$ cat src/rtl/if_id_skid_stage.sv
// IF/ID stage with a main entry and one skid entry; a word accepted at edge N is on the outputs after N.
// in_ready is registered (!skid valid), so back-pressure from decode never reaches fetch combinationally.
module if_id_skid_stage #(
  parameter int              INSTR_W  = 32,
  parameter int              PC_W     = 32,
  parameter int              KBIT     = 31,
  parameter logic [PC_W-1:0] RESET_PC = 32'h80000004
) (
  input  logic               clk,
  input  logic               reset,
  input  logic               in_valid,
  output logic               in_ready,
  input  logic [INSTR_W-1:0] instr_in,
  input  logic [PC_W-1:0]    pc4_in,
  input  logic               kernel_in,
  input  logic               irq,
  input  logic               flush,
  output logic               out_valid,
  input  logic               out_ready,
  output logic [INSTR_W-1:0] instr_out,
  output logic [PC_W-1:0]    pc4_out,
  output logic               flushed_out
);

  logic               main_vld_q, main_vld_d;
  logic [INSTR_W-1:0] main_instr_q, main_instr_d;
  logic [PC_W-1:0]    main_pc4_q, main_pc4_d;
  logic               main_flushed_q, main_flushed_d;

  // The skid only ever holds non-flush captures, so its flushed marker is always 0.
  logic               skid_vld_q, skid_vld_d;
  logic [INSTR_W-1:0] skid_instr_q, skid_instr_d;
  logic [PC_W-1:0]    skid_pc4_q, skid_pc4_d;

  logic               irq_pend_q, irq_pend_d;

  logic               accept;
  logic               drain;
  logic [PC_W-1:0]    cap_pc4;

  assign in_ready    = ~skid_vld_q;
  assign out_valid   = main_vld_q;
  assign instr_out   = main_instr_q;
  assign pc4_out     = main_pc4_q;
  assign flushed_out = main_flushed_q;

  assign accept = in_valid & in_ready;
  assign drain  = main_vld_q & out_ready;

  always_comb begin
    cap_pc4 = pc4_in;
    // A taken interrupt redirects into kernel space unless already there.
    if (!kernel_in && (irq || irq_pend_q)) begin
      cap_pc4[KBIT] = 1'b1;
    end
  end

  always_comb begin
    irq_pend_d = irq_pend_q;
    if (accept || kernel_in) begin
      irq_pend_d = 1'b0;
    end else if (irq) begin
      irq_pend_d = 1'b1;
    end
  end

  always_comb begin
    main_vld_d     = main_vld_q;
    main_instr_d   = main_instr_q;
    main_pc4_d     = main_pc4_q;
    main_flushed_d = main_flushed_q;
    skid_vld_d     = skid_vld_q;
    skid_instr_d   = skid_instr_q;
    skid_pc4_d     = skid_pc4_q;

    if (flush) begin
      skid_vld_d = 1'b0;
      if (accept) begin
        // Bubble keeps the PC so decode can still report an exception return address.
        main_vld_d     = 1'b1;
        main_instr_d   = '0;
        main_pc4_d     = cap_pc4;
        main_flushed_d = 1'b1;
      end else begin
        main_vld_d     = 1'b0;
        main_flushed_d = 1'b0;
      end
    end else if (!main_vld_q) begin
      if (accept) begin
        main_vld_d     = 1'b1;
        main_instr_d   = instr_in;
        main_pc4_d     = cap_pc4;
        main_flushed_d = 1'b0;
      end
    end else if (drain) begin
      if (skid_vld_q) begin
        main_vld_d     = 1'b1;
        main_instr_d   = skid_instr_q;
        main_pc4_d     = skid_pc4_q;
        main_flushed_d = 1'b0;
        skid_vld_d     = 1'b0;
      end else if (accept) begin
        main_vld_d     = 1'b1;
        main_instr_d   = instr_in;
        main_pc4_d     = cap_pc4;
        main_flushed_d = 1'b0;
      end else begin
        main_vld_d = 1'b0;
      end
    end else if (accept) begin
      skid_vld_d   = 1'b1;
      skid_instr_d = instr_in;
      skid_pc4_d   = cap_pc4;
    end
  end

  always_ff @(posedge clk or posedge reset) begin
    if (reset) begin
      main_vld_q     <= 1'b0;
      main_instr_q   <= '0;
      main_pc4_q     <= RESET_PC;
      main_flushed_q <= 1'b0;
      skid_vld_q     <= 1'b0;
      skid_instr_q   <= '0;
      skid_pc4_q     <= '0;
      irq_pend_q     <= 1'b0;
    end else begin
      main_vld_q     <= main_vld_d;
      main_instr_q   <= main_instr_d;
      main_pc4_q     <= main_pc4_d;
      main_flushed_q <= main_flushed_d;
      skid_vld_q     <= skid_vld_d;
      skid_instr_q   <= skid_instr_d;
      skid_pc4_q     <= skid_pc4_d;
      irq_pend_q     <= irq_pend_d;
    end
  end

endmodule

$ cat config.mk
export PLATFORM = sky130hd
export DESIGN_NAME = if_id_skid_stage
export DESIGN_NICKNAME = d
export VERILOG_FILES = /design/src/rtl/if_id_skid_stage.sv
export SDC_FILE = /design/constraint.sdc
export NUM_CORES = 1
export LEC_CHECK = 0
export BUFFER_PORTS_ARGS = -buffer_cell sky130_fd_sc_hd__buf_2
export CAP_MARGIN = 20
export CORE_MARGIN = 2
export CORE_UTILIZATION = 44
export DETAILED_ROUTE_END_ITERATION = 8
export PLACE_DENSITY_LB_ADDON = 0.1
export SETUP_SLACK_MARGIN = 0.5
export SYNTH_ARGS = -nofsm -noshare
export SYNTH_HDL_FRONTEND = slang
export SYNTH_SLANG_ARGS = --single-unit
$ cat constraint.sdc
create_clock -name clk -period 12.8 [get_ports clk]
set_clock_uncertainty 0.2 [all_clocks]
set_input_delay 1.28 -clock clk [delete_from_list [all_inputs] [get_ports clk]]
set_output_delay 1.28 -clock clk [all_outputs]
set_load 0.1 [all_outputs]
After elaboration in Yosys (flattened, before gate mapping)

Cells that the tools add are included.
Widths: inputs -> output; s select.

Flip-flop bits (word level): 132
Bits in latches: 0
Bits in writable memories: 0
ROM bits: 0
Output and inout port bits: 67
Logic and storage cells: 53
Memories kept: 0

Add/sub/neg operators: 0
$mul: 0
Div/mod/pow operators: 0
Order comparisons: 0
Eq/ne operators: 2
Shifts and indexed selects: 0
Mux-type cells: 28
Bitwise gates (word level): 5
Reductions and logical operators: 10

Operators by type and width:

| cell               | number |
|---|---|
| $mux 32            | 11 |
| $mux 1             | 17 |
| $reduce_and 2->1   | 2 |
| $reduce_and 4->1   | 1 |
| $reduce_bool 2->1  | 2 |
| $ne 3x2->1 const B | 1 |
| $not 1->1          | 3 |
| $reduce_bool 3->1  | 1 |
| $and 1x1->1        | 2 |
| $logic_or 1x1->1   | 2 |
| $ne 2x1->1 const B | 1 |
| $logic_and 1x1->1  | 1 |
| $logic_not 1->1    | 1 |

Logic depth before layout (Yosys ltp)

Gate-level depths: netlist of the first run.

Word-level depth: 8
Mapped depth: 6
Gate-level depth less buffers: 3

Worst setup path before layout of the first run

Ideal clock, no wire load.

Path type: input to register
Start point: input flush
End point: register skid_instr_q[0]
Library setup time: 0.125 ns
Arrival: 2.506 ns
Required time: 12.475 ns
Path slack: 9.969 ns
Cell stages on the path: 5
Path buffers: 2
Cells stage by stage: or3b_1 buf_6 nor2_8 buf_12 mux2_4

Cells in the longest elaborated chain, start to end: 2

RTL lines:

| element                           | line | source |
|---|---|---|
| start: declaration                | 17   | `input logic flush,` |
| $not 1->1 (no source line)        | --   |  |
| $reduce_and 4->1 (no source line) | --   |  |
| end signal: assignment            | 133  | `skid_instr_q <= skid_instr_d;` |
| end: declaration                  | 32   | `logic [INSTR_W-1:0] skid_instr_q, skid_instr_d;` |

No other way between the ends.
A chain may end at the register's enable or synchronous reset.

Worst setup path in the final report of the first run

Start point: input in_valid
End point: register skid_pc4_q[21]

Cells in the longest elaborated chain, start to end: 2

RTL lines:

| element                           | line | source |
|---|---|---|
| start: declaration                | 11   | `input logic in_valid,` |
| $and 1x1->1                       | 47   | `assign accept = in_valid & in_ready;` |
| $reduce_and 4->1 (no source line) | --   |  |
| end signal: assignment            | 134  | `skid_pc4_q <= skid_pc4_d;` |
| end: declaration                  | 33   | `logic [PC_W-1:0] skid_pc4_q, skid_pc4_d;` |

No other way between the ends.

==> impl_metrics.ini, run 1 <==
[yosys]
ys_seq_area_frac = 0.547
ys.warnings.count = 0
syn_nets = 526
synth_area_um2 = 6040
syn_inst = 455
syn_area_per_cell_um2 = 13.3
ys_ff_latch = 132
ys_types = 35

[placed_design]
numPortBuffers = 137
place_area_um2 = 6720
hpwl_um = 8770
dp_cells = 730
dpl_worst_slack_ps = 8090
place.gp.congestion = 0.732

[critical_path]
worstPathArrival_ps = 4320
rrSetupSlack_ps = 9660
reg2reg_depth = 5
cp_slowest_cell = nor2_8
r2r-end = pc4_out[4]
reg2reg_from = skid_vld_q
crit_chain = buf_2, nand2b_2, nor2_8, buf_4, mux2_2
worst_setup_path_start_kind = primary input
cp-end-kind = flop
critical_path_class = primary input to flop
required_ps = 12890
cpPeakStageDelay_ps = 710
crit_path_max_fanout = 37

[finish]
stdcell_area_um2 = 7300
syn2layout_area_growth_pct = 20.8
final_common_cell = buf_2
layout.cells.non_filler = 763
layout_common_cells = 137 x buf_2, 129 x dfrtp_1, 50 x mux2_4
nFillCells = 1191
drive_above_1_share = 0.410
num-nets-final = 644

[floorplan]
fp-row-count = 42
pin_count = 138
die-area_um2 = 14700
die_y_um = 121
initial_core_util = 0.452
fp.dieW_um = 121
coreArea_um2 = 13300

[route]
vias = 4222
drt_pass1_iterations = 4
via_per_inst = 5.53
remaining_drc_errors = 0
drtIter0Drc = 292
ant_nets = 0
drt-total-wl_um = 14000
wl_per_cell_um = 18.3

[clock_network]
holdBufCountCts = 0
cts-resized-gates = 0
cts_buffer_depth = 2
clk-insertion-delay-late_ps = 400
root_buffer = clkbuf_16
postCtsSetupBuffers = 0
htreeDepth = 4
cts-buffers-inserted = 17
cts_tree = built
clk_pin_slew_ps = 60
cts_sinks = 132

[timing]
finalHoldViolCount = 0
rsz0062_at_grt = false
tns_ps = 0
period_share = 0.330
setup_viol = 0
finalCriticalPeriod_ps = 4230
max-slew-margin-rel = 0.428
fmax_ghz = 0.236
post-route-worst-setup-slack_ps = 8570
worst_slew_pin_slew_ps = 858
report.final.slew_viol_count = 0

[global_routing]
grt-ovfl-total = 0
track_usage = 0.200
antenna_found_initial = 1
grt_pass1_wl_um = 22800
grt_pass1_vias = 4318
grt_start_max_net_pins = 74

[pwr]
seqPwrFrac = 0.360
clockPowerShare = 0.295
intPower_mw = 0.967
ir_worst_vdd_v = 0.000112
p_switching_mw = 0.622
swShare = 0.391
powerDensity_nw_per_um2 = 218
power.leakage_nw = 3.38
combPwrFrac = 0.345

[run_status]
outcome = completed

[min_path]
hp-class = flop to flop
min_path_cells = 1
hp-start = skid_pc4_q[26]
holdPathEnd = skid_pc4_q[26]

[flow_run]
drv_cap = 0
worst max-delay path: cells and delay by family:
family                 cells  cell delay [ps]
AND/OR/NAND/NOR            2             1370
buffers and inverters      2             1220
multiplexers               1              410
kinds of logic after synthesis:
kind of cell	Yosys count	share of synthesized area
flip-flops	132	0.547
buffers and inverters	48	0.0503
AO/OA/AOI/OAI	137	0.185
AND/OR/NAND/NOR	74	0.0675
multiplexers	64	0.150
area by class of cell:
cell class | instances | area, um^2 | share of cell area
repair buffers | 144 | 738 | 0.101
diodes | 1 | 2.50 | 0.000343
clock inverters | 13 | 135 | 0.0185
well taps | 176 | 220 | 0.0302
multi-input cells | 275 | 2440 | 0.334
clock buffers | 19 | 443 | 0.0607
flip-flops and latches | 132 | 3310 | 0.453
inverters | 3 | 16.3 | 0.00223
sequential cells by signal, indices dropped and copies added, names as in the netlist:
| signal | count |
|---|---|
| instr_out | 32 |
| pc4_out | 32 |
| skid_instr_q | 32 |
| skid_pc4_q | 32 |
| flushed_out | 1 |
| irq_pend_q | 1 |
| out_valid | 1 |
| skid_vld_q | 1 |
stage by stage:
step                hold slack, ps  total power [mW]  utilization
floorplan                      259              1.03            -
global placement               271              1.12        0.503
detailed placement             277              1.13        0.503
CTS                            290              1.60        0.547
global route                   314              1.66        0.547
finish                         291              1.59        0.547
worst max-delay path by stage:
stage / startpoint / endpoint / slack [ps] / depth (start not counted)
4_1_cts: in_valid / skid_pc4_q[19] / 8530 / 5
3_5_place_dp: in_valid / skid_pc4_q[19] / 8090 / 5
6_report: in_valid / skid_pc4_q[21] / 8570 / 5
3_3_place_gp: in_valid / skid_pc4_q[20] / 8170 / 5
5_1_grt: in_valid / skid_pc4_q[24] / 8380 / 5
2_1_floorplan: reset / flushed_out / 7800 / 1
power groups by stage:
stage / registers, mW / logic (mW) / clock network (mW)
detailed placement: 0.576 / 0.552 / 0
floorplan: 0.845 / 0.188 / 0
global placement: 0.575 / 0.544 / 0
finish: 0.572 / 0.549 / 0.469
CTS: 0.572 / 0.553 / 0.479
global route: 0.585 / 0.575 / 0.500
routing by layer:
| layer | vias to the layer above | wire length, um | GRT usage | part of all wire |
|---|---|---|---|---|
| met1 | 2116 | 6490 | 0.271 | 0.46 |
| li1 | 1954 | - | - | - |
| met2 | 136 | 6380 | 0.310 | 0.46 |
| met5 | - | 0 | 0 | 0 |
| met3 | 16 | 934 | 0.0620 | 0.067 |
| met4 | 0 | 187 | 0.0611 | 0.013 |
synth_stat cells:
master       n  share of area
a2bb2oi_1   32          0.046
o32ai_1      1         0.0015
buf_1        3         0.0019
nor2b_1     32          0.033
o21ai_1      1        0.00083
clkbuf_1    20          0.012
a21oi_1      3         0.0025
o22ai_1     31          0.032
mux2_1       9          0.017
dfrtp_1    130           0.54
a221oi_1    31          0.045
dfstp_2      2         0.0087
a21oi_4      1         0.0027
o22a_1      32          0.046
nor3b_1      1         0.0012
nand2b_1     2         0.0021
nand3b_4     1         0.0033
inv_1        3         0.0019
a32o_1       1         0.0017
o221a_2      1         0.0019
mux2_4      50           0.12
mux2_2       4         0.0075
o21ba_2      1         0.0017
nand3_1      1        0.00083
or3b_1       1         0.0015
nor2_8       1         0.0033
o21ai_0      1        0.00083
nor2_1      32          0.020
buf_6        1         0.0019
nand2_1      2         0.0012
buf_2       15          0.012
a211oi_1     1         0.0012
and2_1       1         0.0010
mux2i_1      1         0.0017
buf_12       6          0.020
Power figures use the tool's default switching activity.
==> run 2: changes to the inputs <==
- clock period: 12.8 -> 3.49 ns (I/O delays scaled with it)
==> run 2 against run 1 <==
Non-clock buffer count up 71. Cell area up 9.5%. Wire length up 8.2%. Power rose to 3.7 times the previous value. Setup slack worse by 7500 ps. Clock-buffer cell count up 1. Combinational power rose to 3.8 times the previous value.
==> impl_metrics.ini, run 2 (synthesized netlist as in run 1, its figures left out) <==
[run_status]
outcome = completed

[finish]
layout.cells.non_filler = 834
final_common_cell = buf_2
layout_common_cells = 137 x buf_2, 129 x dfrtp_1, 64 x dlygate4sd3_1
syn2layout_area_growth_pct = 32.3
drive_above_1_share = 0.374
register_area_um2 = 3310
multi_input_area_um2 = 2440
fin_util = 0.599
nFillCells = 1112
stdcell_area_um2 = 7990
num-nets-final = 715

[route]
vias = 4513
via_per_inst = 5.41
wl_per_cell_um = 18.1
drt-total-wl_um = 15100
drt_pass1_iterations = 4
remaining_drc_errors = 0
drtIter0Drc = 285
ant_nets = 0

[clock_network]
cts-buffers-inserted = 17
cts_sinks = 132
cts_tree = built
cts_buffer_depth = 2
root_buffer = clkbuf_16
clk_pin_slew_ps = 60
clk-insertion-delay-late_ps = 410
postCtsSetupBuffers = 0
cts-resized-gates = 0
htreeDepth = 4

[floorplan]
fp-row-count = 42
fp.dieW_um = 121
die-area_um2 = 14700
pin_count = 138
coreArea_um2 = 13300
die_y_um = 121
initial_core_util = 0.452

[global_routing]
grt_start_max_net_pins = 57
grt-ovfl-total = 0
grt_pass1_wl_um = 24900
grt_pass1_vias = 4791
track_usage = 0.218
antenna_found_initial = 0

[timing]
finalCriticalPeriod_ps = 2470
tns_ps = 0
finalHoldViolCount = 0
fin_hold_ws_ps = 19.7
fmax_ghz = 0.405
rsz0062_at_grt = false
period_share = 0.707
setup_viol = 0
max-slew-margin-rel = 0.321
worst_slew_pin_slew_ps = 1020
report.final.slew_viol_count = 0

[placed_design]
numPortBuffers = 137
place_area_um2 = 6790
place.gp.congestion = 0.766
hpwl_um = 9190
dp_cells = 737

[pwr]
ir_worst_vdd_v = 0.000442
powerDensity_nw_per_um2 = 732
power.leakage_nw = 3.66

[critical_path]
worstPathArrival_ps = 2570
cpPeakStageDelay_ps = 540
worst_setup_path_start_kind = primary input
cp_slowest_cell = dlygate4sd3_1
cp-end-kind = flop
crit_path_max_fanout = 34
crit_chain = dlygate4sd3_1, buf_2, or3b_1, nor2_8, buf_4, mux2_2
required_ps = 3590
rrSetupSlack_ps = 1060
critical_path_class = primary input to flop

[flow_run]
drv_cap = 0

[min_path]
hp-class = primary input to flop
==> run 2: cell count changes in the layout (fill, tap and decap cells not counted), sizes merged <==
cell and change:
bufinv -1, buf +7, dlygate4sd3 +64, clkbuf +1, clkinvlp +4, clkinv -3, inv -1
==> run 2: layout make-up <==
class / count / share of cell area
Sequential cell: 132 / 0.414
Multi-Input combinational cell: 275 / 0.305
Timing Repair Buffer: 215 / 0.182
Clock buffer: 20 / 0.0559
Tap cell: 176 / 0.0276
Clock inverter: 12 / 0.0136
Inverter: 3 / 0.00188
Antenna cell: 1 / 0.000313
==> run 2: timing repair <==
item                       CTS  global route
hold endpoints to repair   101             0
setup endpoints to repair    0             0
hold buffers                64             0
==> run 2: stage by stage <==
stage | setup WS (ps) | total power [mW]
4_1_cts | 1040 | 5.90
3_3_place_gp | 977 | 4.12
6_report | 1020 | 5.85
5_1_grt | 920 | 6.10
2_1_floorplan | 983 | 3.79
3_5_place_dp | 937 | 4.15
==> run 2: worst max-delay path: cells and delay by family <==
family	cells	cell delay, ps
simple gates	2	600
buf+inv	3	1200
mux	1	410
==> run 2: per-layer routing <==
metal,wire length (um),GRT usage,part of all wire,vias to the layer above
li1,-,-,-,2102
met1,7080,0.302,0.47,2288
met2,7080,0.336,0.47,115
met3,853,0.0634,0.056,8
met4,112,0.0611,0.0074,0
met5,0,0,0,-
==> run 2: power by group <==
part / switching (mW) / leakage [nW] / internal (mW) / total (mW)
Combinational: 1.44 / 1.84 / 0.640 / 2.08
Sequential: 0.215 / 1.57 / 1.90 / 2.11
Clock: 0.665 / 0.258 / 0.995 / 1.66
==> run 2: worst paths after layout <==
check	startpoint	end	cells past startpoint
max	out_ready	skid_pc4_q[19]	6
min reg2reg	skid_pc4_q[22]	skid_pc4_q[22]	1
min	instr_in[20]	skid_instr_q[20]	2
max in group asynchronous	reset	pc4_out[2]	4
min in group asynchronous	reset	skid_instr_q[13]	3
max reg2reg	skid_vld_q	instr_out[5]	4
==> run 3: changes to the inputs <==
- clock period: 3.49 -> 2.5 ns (I/O delays scaled with it)
==> run 3 against run 2 <==
Register-to-register slack got worse by 540 ps. Flip-flop and latch count unchanged. Combinational power increased by 42%. Highest routed layer unchanged. Largest cell class unchanged.
==> impl_metrics.ini, run 3 (synthesized netlist as in run 1, its figures left out) <==
[min_path]
hp-class = primary input to flop

[timing]
setup_viol = 0
rsz0062_at_grt = true
fmax_ghz = 0.495
tns_ps = 0
finalHoldViolCount = 0
max-slew-margin-rel = 0.471
worst_slew_pin_slew_ps = 794
fin_hold_ws_ps = 13.7
report.final.slew_viol_count = 0
finalCriticalPeriod_ps = 2020
period_share = 0.808

[critical_path]
crit_chain = buf_12, inv_1, buf_4
cpPeakStageDelay_ps = 460
cp-end-kind = primary output
cp_slowest_cell = dfrtp_2
critical_path_class = flop to primary output
worst_setup_path_start_kind = flop
worstPathArrival_ps = 1570
path_buf_inv = 3
crit_path_max_fanout = 64
required_ps = 2050
cpLargestDelayFamily = buffers and inverters

[global_routing]
grt-ovfl-total = 0
grt_pass1_wl_um = 25700
grt_start_max_net_pins = 133
grt_pass1_vias = 4825
antenna_found_initial = 0
track_usage = 0.229

[route]
vias = 4646
drtIter0Drc = 291
remaining_drc_errors = 0
wl_per_cell_um = 19.2
via_per_inst = 5.50
drt-total-wl_um = 16200
ant_nets = 0
drt_pass1_iterations = 4

[pwr]
power.leakage_nw = 3.78
totalPowerFinal_mw = 8.36
powerDensity_nw_per_um2 = 1010
ir_worst_vdd_v = 0.000555

[finish]
nFillCells = 1113
stdcell_area_um2 = 8250
drive_above_1_share = 0.380
num-nets-final = 726
layout_common_cells = 135 x buf_2, 128 x dfrtp_1, 66 x dlygate4sd3_1
fin_util = 0.618
n_antenna_cell = 0
syn2layout_area_growth_pct = 36.5
final_common_cell = buf_2

[clock_network]
cts_buffer_depth = 2
cts-buffers-inserted = 17
cts_sinks = 132
cts_tree = built
root_buffer = clkbuf_16
htreeDepth = 4
clk_pin_slew_ps = 60
clk-insertion-delay-late_ps = 420

[run_status]
outcome = completed

[flow_run]
drv_cap = 0

[floorplan]
coreArea_um2 = 13300
die-area_um2 = 14700
fp.dieW_um = 121
pin_count = 138
initial_core_util = 0.452
fp-row-count = 42
die_y_um = 121

[placed_design]
place_area_um2 = 6830
numPortBuffers = 137
place.gp.congestion = 0.717
hpwl_um = 8950
-- run 3: through the flow --
step | std cells | setup WS [ps]
2_1_floorplan | 455 | 258
3_3_place_gp | 736 | 218
3_5_place_dp | 736 | 184
4_1_cts | 838 | 412
5_1_grt | 844 | 443
6_report | 844 | 481
-- run 3: final timing paths --
kind                           startpoint               end  slack [ps]  depth (start not counted)
max in group asynchronous           reset         out_valid        1150                          4
max reg2reg                     out_valid  skid_instr_q[23]         520                          5
min                                   irq        irq_pend_q          10                          3
min reg2reg                skid_pc4_q[28]    skid_pc4_q[28]         290                          1
min in group asynchronous           reset  skid_instr_q[18]         350                          4
max                            skid_vld_q          in_ready         480                          3
-- run 3: power by group --
group          switching (mW)  total [mW]  internal [mW]
sequential              0.300        2.95           2.65
combinational            2.03        2.96          0.930
clock                   0.910        2.45           1.54
-- run 3: cell type report --
cell class,count,area (um^2),share of cell area
Sequential cell,132,3310,0.401
Multi-Input combinational cell,276,2460,0.298
Timing Repair Buffer,225,1670,0.203
Clock buffer,26,489,0.0593
Tap cell,176,220,0.0267
Clock inverter,6,80.1,0.00971
Inverter,3,15.0,0.00182
-- run 3: timing repair --
item	CTS	global route
resized for setup	7	3
hold buffers	66	0
endpoints found under the hold margin	223	0
pin swaps	1	1
cloned	3	2
setup buffers	1	4
setup endpoints to repair	99	69
-- run 3: worst min-delay path, stage by stage --
cell and delay (ps):
buf_2 80, o21ba_2 160, and2_1 120
-- run 3: routing by layer --
layer / global-route usage / vias up / routed length (um)
li1: - / 2115 / -
met1: 0.298 / 2370 / 7180
met2: 0.378 / 147 / 7960
met3: 0.0536 / 14 / 920
met4: 0.0776 / 0 / 173
met5: 0 / - / 0
